`config.mk`:
```
export PLATFORM = sky130hd
export DESIGN_NAME = reg_en_sequencer
export DESIGN_NICKNAME = d
export VERILOG_FILES = /design/src/rtl/reg_en_pkg.sv /design/src/rtl/reg_sel_fifo.sv /design/src/rtl/reg_en_sequencer.sv
export SDC_FILE = /design/constraint.sdc
export NUM_CORES = 1
export LEC_CHECK = 0
export BUFFER_PORTS_ARGS = -buffer_cell sky130_fd_sc_hd__buf_2
export CELL_PAD_IN_SITES_DETAIL_PLACEMENT = 2
export CELL_PAD_IN_SITES_GLOBAL_PLACEMENT = 2
export CORE_AREA = 4 4 55 57
export DETAILED_ROUTE_END_ITERATION = 8
export DIE_AREA = 0 0 59 61
export GPL_TIMING_DRIVEN = 0
export PLACE_DENSITY_LB_ADDON = 0.15
export SLEW_MARGIN = 20
export SYNTH_ARGS = -nofsm -noshare
export SYNTH_HDL_FRONTEND = slang
export SYNTH_SLANG_ARGS = --single-unit
```
`constraint.sdc`:
```
create_clock -name clk -period 2.15 [get_ports clk]
set_input_delay 0.215 -clock clk [delete_from_list [all_inputs] [get_ports clk]]
set_output_delay 0.215 -clock clk [all_outputs]
set_load 0.01 [all_outputs]
```
`src/rtl/reg_en_pkg.sv`:
```
// Shared constants and decode helpers for the register-enable sequencer,
// the register file and the control unit.
package reg_en_pkg;

    localparam int DEFAULT_NUM_REGS = 3;
    localparam int DEFAULT_DEPTH    = 4;
    localparam int MAX_REGS         = 32;

    // The select code one past the last register means "write nothing".
    function automatic int unsigned sel_none(input int unsigned num_regs);
        return num_regs;
    endfunction

    // Codes at or above num_regs decode to no enable at all.
    function automatic logic [MAX_REGS-1:0] onehot(input int unsigned code,
                                                   input int unsigned num_regs);
        return (code < num_regs) ? (MAX_REGS'(1) << code) : '0;
    endfunction

endpackage

```
`src/rtl/reg_sel_fifo.sv`:
```
// Select-code FIFO: power-of-two depth, wrapping pointers, registered occupancy.
module reg_sel_fifo
    import reg_en_pkg::*;
#(
    parameter int W     = 2,
    parameter int DEPTH = DEFAULT_DEPTH
) (
    input  logic                       clk,
    input  logic                       rst_n,
    input  logic                       push,
    input  logic [W-1:0]               din,
    input  logic                       pop,
    output logic [W-1:0]               dout,
    output logic                       full,
    output logic                       empty,
    output logic [$clog2(DEPTH+1)-1:0] count
);

    localparam int PTR_W = $clog2(DEPTH);
    localparam int CNT_W = $clog2(DEPTH+1);

    logic [W-1:0]     mem [DEPTH];
    logic [PTR_W-1:0] wr_ptr;
    logic [PTR_W-1:0] rd_ptr;

    // NOTE: storage is left unreset; count gates every read, so stale words are never observed.
    always_ff @(posedge clk) begin
        if (push) mem[wr_ptr] <= din;
    end

    // NOTE: sequential state uses non-blocking assignments so every flop samples pre-edge values.
    always_ff @(posedge clk or negedge rst_n) begin
        if (!rst_n) begin
            wr_ptr <= '0;
            rd_ptr <= '0;
            count  <= '0;
        end else begin
            if (push) wr_ptr <= wr_ptr + 1'b1;
            if (pop)  rd_ptr <= rd_ptr + 1'b1;
            case ({push, pop})
                2'b10:   count <= count + 1'b1;
                2'b01:   count <= count - 1'b1;
                default: count <= count;
            endcase
        end
    end

    assign dout  = mem[rd_ptr];
    assign full  = (count == CNT_W'(DEPTH));
    assign empty = (count == '0);

endmodule

```
`src/rtl/reg_en_sequencer.sv`:
```
// Queued one-hot register write-enable sequencer with valid/ready intake and stall.
// Optional sticky illegal-code flag (err/err_clr) when REG_EN_ERR_EN is defined.
module reg_en_sequencer
    import reg_en_pkg::*;
#(
    parameter int NUM_REGS = DEFAULT_NUM_REGS,
    parameter int DEPTH    = DEFAULT_DEPTH
) (
    input  logic                                clk,
    input  logic                                rst_n,
    input  logic                                req_valid,
    input  logic [$clog2(NUM_REGS+1)-1:0]       req_sel,
    output logic                                req_ready,
    input  logic                                stall,
`ifdef REG_EN_ERR_EN
    output logic                                err,
    input  logic                                err_clr,
`endif
    output logic [NUM_REGS-1:0]                 en,
    output logic                                busy,
    output logic [$clog2(DEPTH+1)-1:0]          count
);

    localparam int SEL_W = $clog2(NUM_REGS+1);
    localparam logic [SEL_W-1:0] SEL_NONE = SEL_W'(sel_none(NUM_REGS));

    logic             accept;
    logic             legal;
    logic             push;
    logic             pop;
    logic             full;
    logic             empty;
    logic [SEL_W-1:0] head;
    logic [MAX_REGS-1:0] dec;

    // When "none" is the largest encodable code, every code is legal.
    if (SEL_NONE == {SEL_W{1'b1}}) begin : g_all_legal
        assign legal = 1'b1;
    end else begin : g_range_check
        assign legal = (req_sel <= SEL_NONE);
    end

    assign req_ready = !full;
    assign busy      = !empty;
    assign accept    = req_valid && req_ready;
    assign push      = accept && legal;
    assign pop       = !stall && !empty;
    assign dec       = onehot(32'(head), NUM_REGS);

    reg_sel_fifo #(.W(SEL_W), .DEPTH(DEPTH)) u_fifo (
        .clk   (clk),
        .rst_n (rst_n),
        .push  (push),
        .din   (req_sel),
        .pop   (pop),
        .dout  (head),
        .full  (full),
        .empty (empty),
        .count (count)
    );

    always_ff @(posedge clk or negedge rst_n) begin
        if (!rst_n) en <= '0;
        else        en <= pop ? dec[NUM_REGS-1:0] : '0;
    end

`ifdef REG_EN_ERR_EN
    // Set has priority over clear so an illegal code is never lost.
    always_ff @(posedge clk or negedge rst_n) begin
        if (!rst_n)                 err <= 1'b0;
        else if (accept && !legal)  err <= 1'b1;
        else if (err_clr)           err <= 1'b0;
    end
`endif

endmodule

```
==> summary.md <==
| Metric | Value |
|---|---|
| Status | `finished, final reports clean` |
| Final min period | `approximately 2 ns` |
| Die area | `0.00360 sq mm` |
| Fillers | `between 200 and 300` |
| Clock share of power | `0.125` |
| Area of the multi-input gates | `slightly above 300 sq um` |
| Total GRT Usage | `0.0993` |
| Non-filler cells in the finished layout | `110` |
| Worst vdd ir | `between 0.0006 and 0.0007 V` |
| Slew @ Worst Pin | `~0.36 ns` |
| Area after DPL | `920 sq um` |
| Antenna diodes | `0` |
| Most frequent cells in the layout | `buf_2, dfrtp_1, buf_4, edfxtp_1, inv_1` |
| GRT overflow | `0` |
| Post-synthesis mux area share | `0.0859` |
| Initial DRT Pass Iterations | `4` |
| Internal power | `around 910 uW` |
| Total Routed Length | `1.52 mm` |
| Count of final max-slew check failures | `0` |
| Power per cell area | `roughly 1300 mW/mm^2` |
| Slew margin rel. | `0.757` |
| Area leader, netlist | `dfrtp_1` |
| Clock Pin Slew Worst Setup and Hold Paths | `~0.1 ns` |
| Xor-xnor portion of the synthesized cell area | `0.0644` |
| Setup_tns | `0 ns` |
| Largest net degree at the start of global routing | `11` |
| Layout cells sized above 1 | `0.463` |
| Port-buffer cells | `13` |
| CP peak stage delay | `0.40 ns` |
| Die X | `59 um` |
| RSZ-0062 raised after global routing | `no` |
| Core Util, Final | `0.414` |
| Clock buffer depth | `2` |
| Global-route wire length before repair | `approximately 2.5 mm` |
| Critical Path Slowest Stage Cell | `dfrtp_1` |
| Critical path startpoint category | `register` |
| Comb pwr share | `0.467` |
| Clk_lat worst skew | `0.28 ns` |
| Nets | `93` |
| Fin crit share | `0.958` |
| Synth Register Bits | `18` |
| Required time of the critical path | `2.37 ns` |
| Post-synth top area share | `0.307` |
| Mapped Area | `slightly above 800 sq um` |
| Leakage | `between 0.4 and 0.5 nW` |
| CTS tree | `yes` |
| Adder-cell share of the synthesized area | `0.101` |
| DRC | `0` |
| Leading post-synthesis cells by cell area | `dfrtp_1, edfxtp_1, ha_1, mux4_2, xor2_1` |
| Hold WC Path Type | `in2reg` |
| CP Max Fanout | `3` |
| Commonest non-fill, non-tap cell in the layout | `buf_2` |
| DR iter-0 viols | `4` |
| ANT nets after route | `0` |
| DR vias | `between 400 and 500` |
| Total CTS buffers | `3` |
| Placer Congestion | `between 0.6 and 0.7` |
| FF+latch area | `492 sq um` |
| Die Y | `~60 um` |
| Ys Warns | `0` |
| Placed Cells | `97` |
| Cell row count | `18` |
| Switching share of power | `0.343` |
| Synthesized area per cell | `approximately 15 sq um` |
| CP arrival | `2.28 ns` |
| Part of the power in registers | `0.408` |
| Core area | `between 0.002 and 0.0025 sq mm` |
| Post-synth EDFFs | `8` |
| Clock sink count | `18` |
| CTS Root Cell | `clkbuf_4` |
| Critical Path End Type | `register` |
| Seq/Total Area, Yosys | `0.601` |
| # IOs | `14` |
| Distinct cells, synth | `18` |
| Maximum clock rate | `approximately 500 MHz` |
| Total Power | `around 1.4 mW` |
| Cells after synthesis | `54` |
| Simple-Gate Fraction of Synth Area | `0.115` |
| Number of global-route vias before repair | `~550` |
| CTS H-tree depth | `1` |
| MaxCap Viol Count | `0` |
| Final setup vio count | `0` |
| Initial antenna violation count | `0` |
| Ys async rst share | `0.556` |
| Hold Vio Cnt, Final | `0` |
| Sw power | `around 470 uW` |
| Syn nets | `66` |
| Post-synthesis compound-gate area fraction | `0` |
| Final Skew | `~0.0036 ns` |
| Finished Cell Area | `between 0.001 and 0.0015 sq mm` |
| Crit path max-delay family | `simple AND/OR/NAND/NOR gates` |
| Crit Path Category | `reg2reg` |
| Crit path buffers/inverters | `2` |
| Most used DFF post-synth | `dfrtp_1` |
| Crit-path cells | `or3b_4 > and2_4 > inv_1 > ha_2 > inv_1 > fa_2 > xor2_1 > nor2_1 > xor2_1` |
| Initial Utilization | `0.329` |
| HPWL after DPL | `1.13 mm` |
| Avg Vias per Cell | `4.49` |
| Layout area overhead | `25.8%` |
| Wire per inst | `about 14 um` |
| Largest family of logic cells by synthesized area | `simple AND/OR/NAND/NOR gates` |
## state kept, by name, summed over array words and instances, names as in the netlist
| register | cells |
|---|---|
| u_fifo.count | 3 |
| u_fifo.mem | 8 |
| u_fifo.rd_ptr | 2 |
| u_fifo.wr_ptr | 2 |
| en | 3 |
## routing by layer
layer / track usage / up-vias / wire length, um
met5: 0 / - / 0
met4: 0.0388 / 0 / 18
met3: 0.0255 / 2 / 65
met2: 0.169 / 12 / 782
met1: 0.121 / 241 / 655
li1: - / 239 / -
## cells in the mapped netlist (2+ instances only)
master and instances:
dfrtp_1 10, mux4_2 2, inv_1 7, ha_1 5, edfxtp_1 8, xor2_1 4
nor4b_1 2, xnor2_1 2, nor2_1 2, and3_2 4
## worst paths after layout
kind | start | endpoint | slack (ns) | cells past startpoint
setup / recovery | u_fifo.count[1] | u_fifo.count[2] | 0.09 | 9
hold / removal | req_sel[1] | u_fifo.mem[1][1] | 0.15 | 1
setup reg to reg | u_fifo.count[1] | u_fifo.count[2] | 0.09 | 9
hold reg to reg | u_fifo.rd_ptr[1] | u_fifo.rd_ptr[1] | 0.54 | 1
max in group asynchronous | rst_n | u_fifo.count[0] | 1.63 | 2
min in group asynchronous | rst_n | en[0] | 0.31 | 2
## worst register-to-register path, stage by stage, from the launching register on
cell and delay, ns:
dfrtp_1 0.40, or3b_4 0.40, and2_4 0.18, inv_1 0.06, ha_2 0.17, inv_1 0.05
fa_2 0.33, xor2_1 0.14, nor2_1 0.11, xor2_1 0.15
## power groups by stage
stage | combinational, mW | clock, mW | sequential [mW]
2_1_floorplan | 0.349 | 0 | 0.594
3_3_place_gp | 0.501 | 0 | 0.589
3_5_place_dp | 0.515 | 0 | 0.598
4_1_cts | 0.630 | 0.185 | 0.570
5_1_grt | 0.723 | 0.208 | 0.583
6_report | 0.646 | 0.172 | 0.565
## through the flow
step | hold slack (ns) | setup WS, ns
floorplan | -0.0806 | 0.0102
global placement | 0.0932 | -0.0379
detailed placement | 0.0987 | -0.0597
CTS | 0.131 | 0.0131
global route | 0.124 | 0.00913
finish | 0.152 | 0.0910
## logic make-up after synthesis
| kind of cell | Yosys count |
|---|---|
| xor gates and xnor gates | 6 |
| buffers and inverters | 7 |
| and+or+nand+nor | 13 |
| adders and majority gates | 6 |
| muxes | 4 |
| DFF | 18 |
## final cells by class
type,instances,area share
clock buffers,4,0.0256
flip-flops and latches,18,0.479
well taps,30,0.0366
multi-input cells,29,0.301
repair buffers,22,0.132
inverters,7,0.0256
## what timing repair did
action	in CTS	in global routing
setup endpoints to repair	1	1
pin swaps	2	1
gates resized for setup	2	1
hold buffers	1	0
gates cloned	0	0
buffers inserted	6	2
hold endpoints to repair	10	0
(Power assumes the default switching activity.)
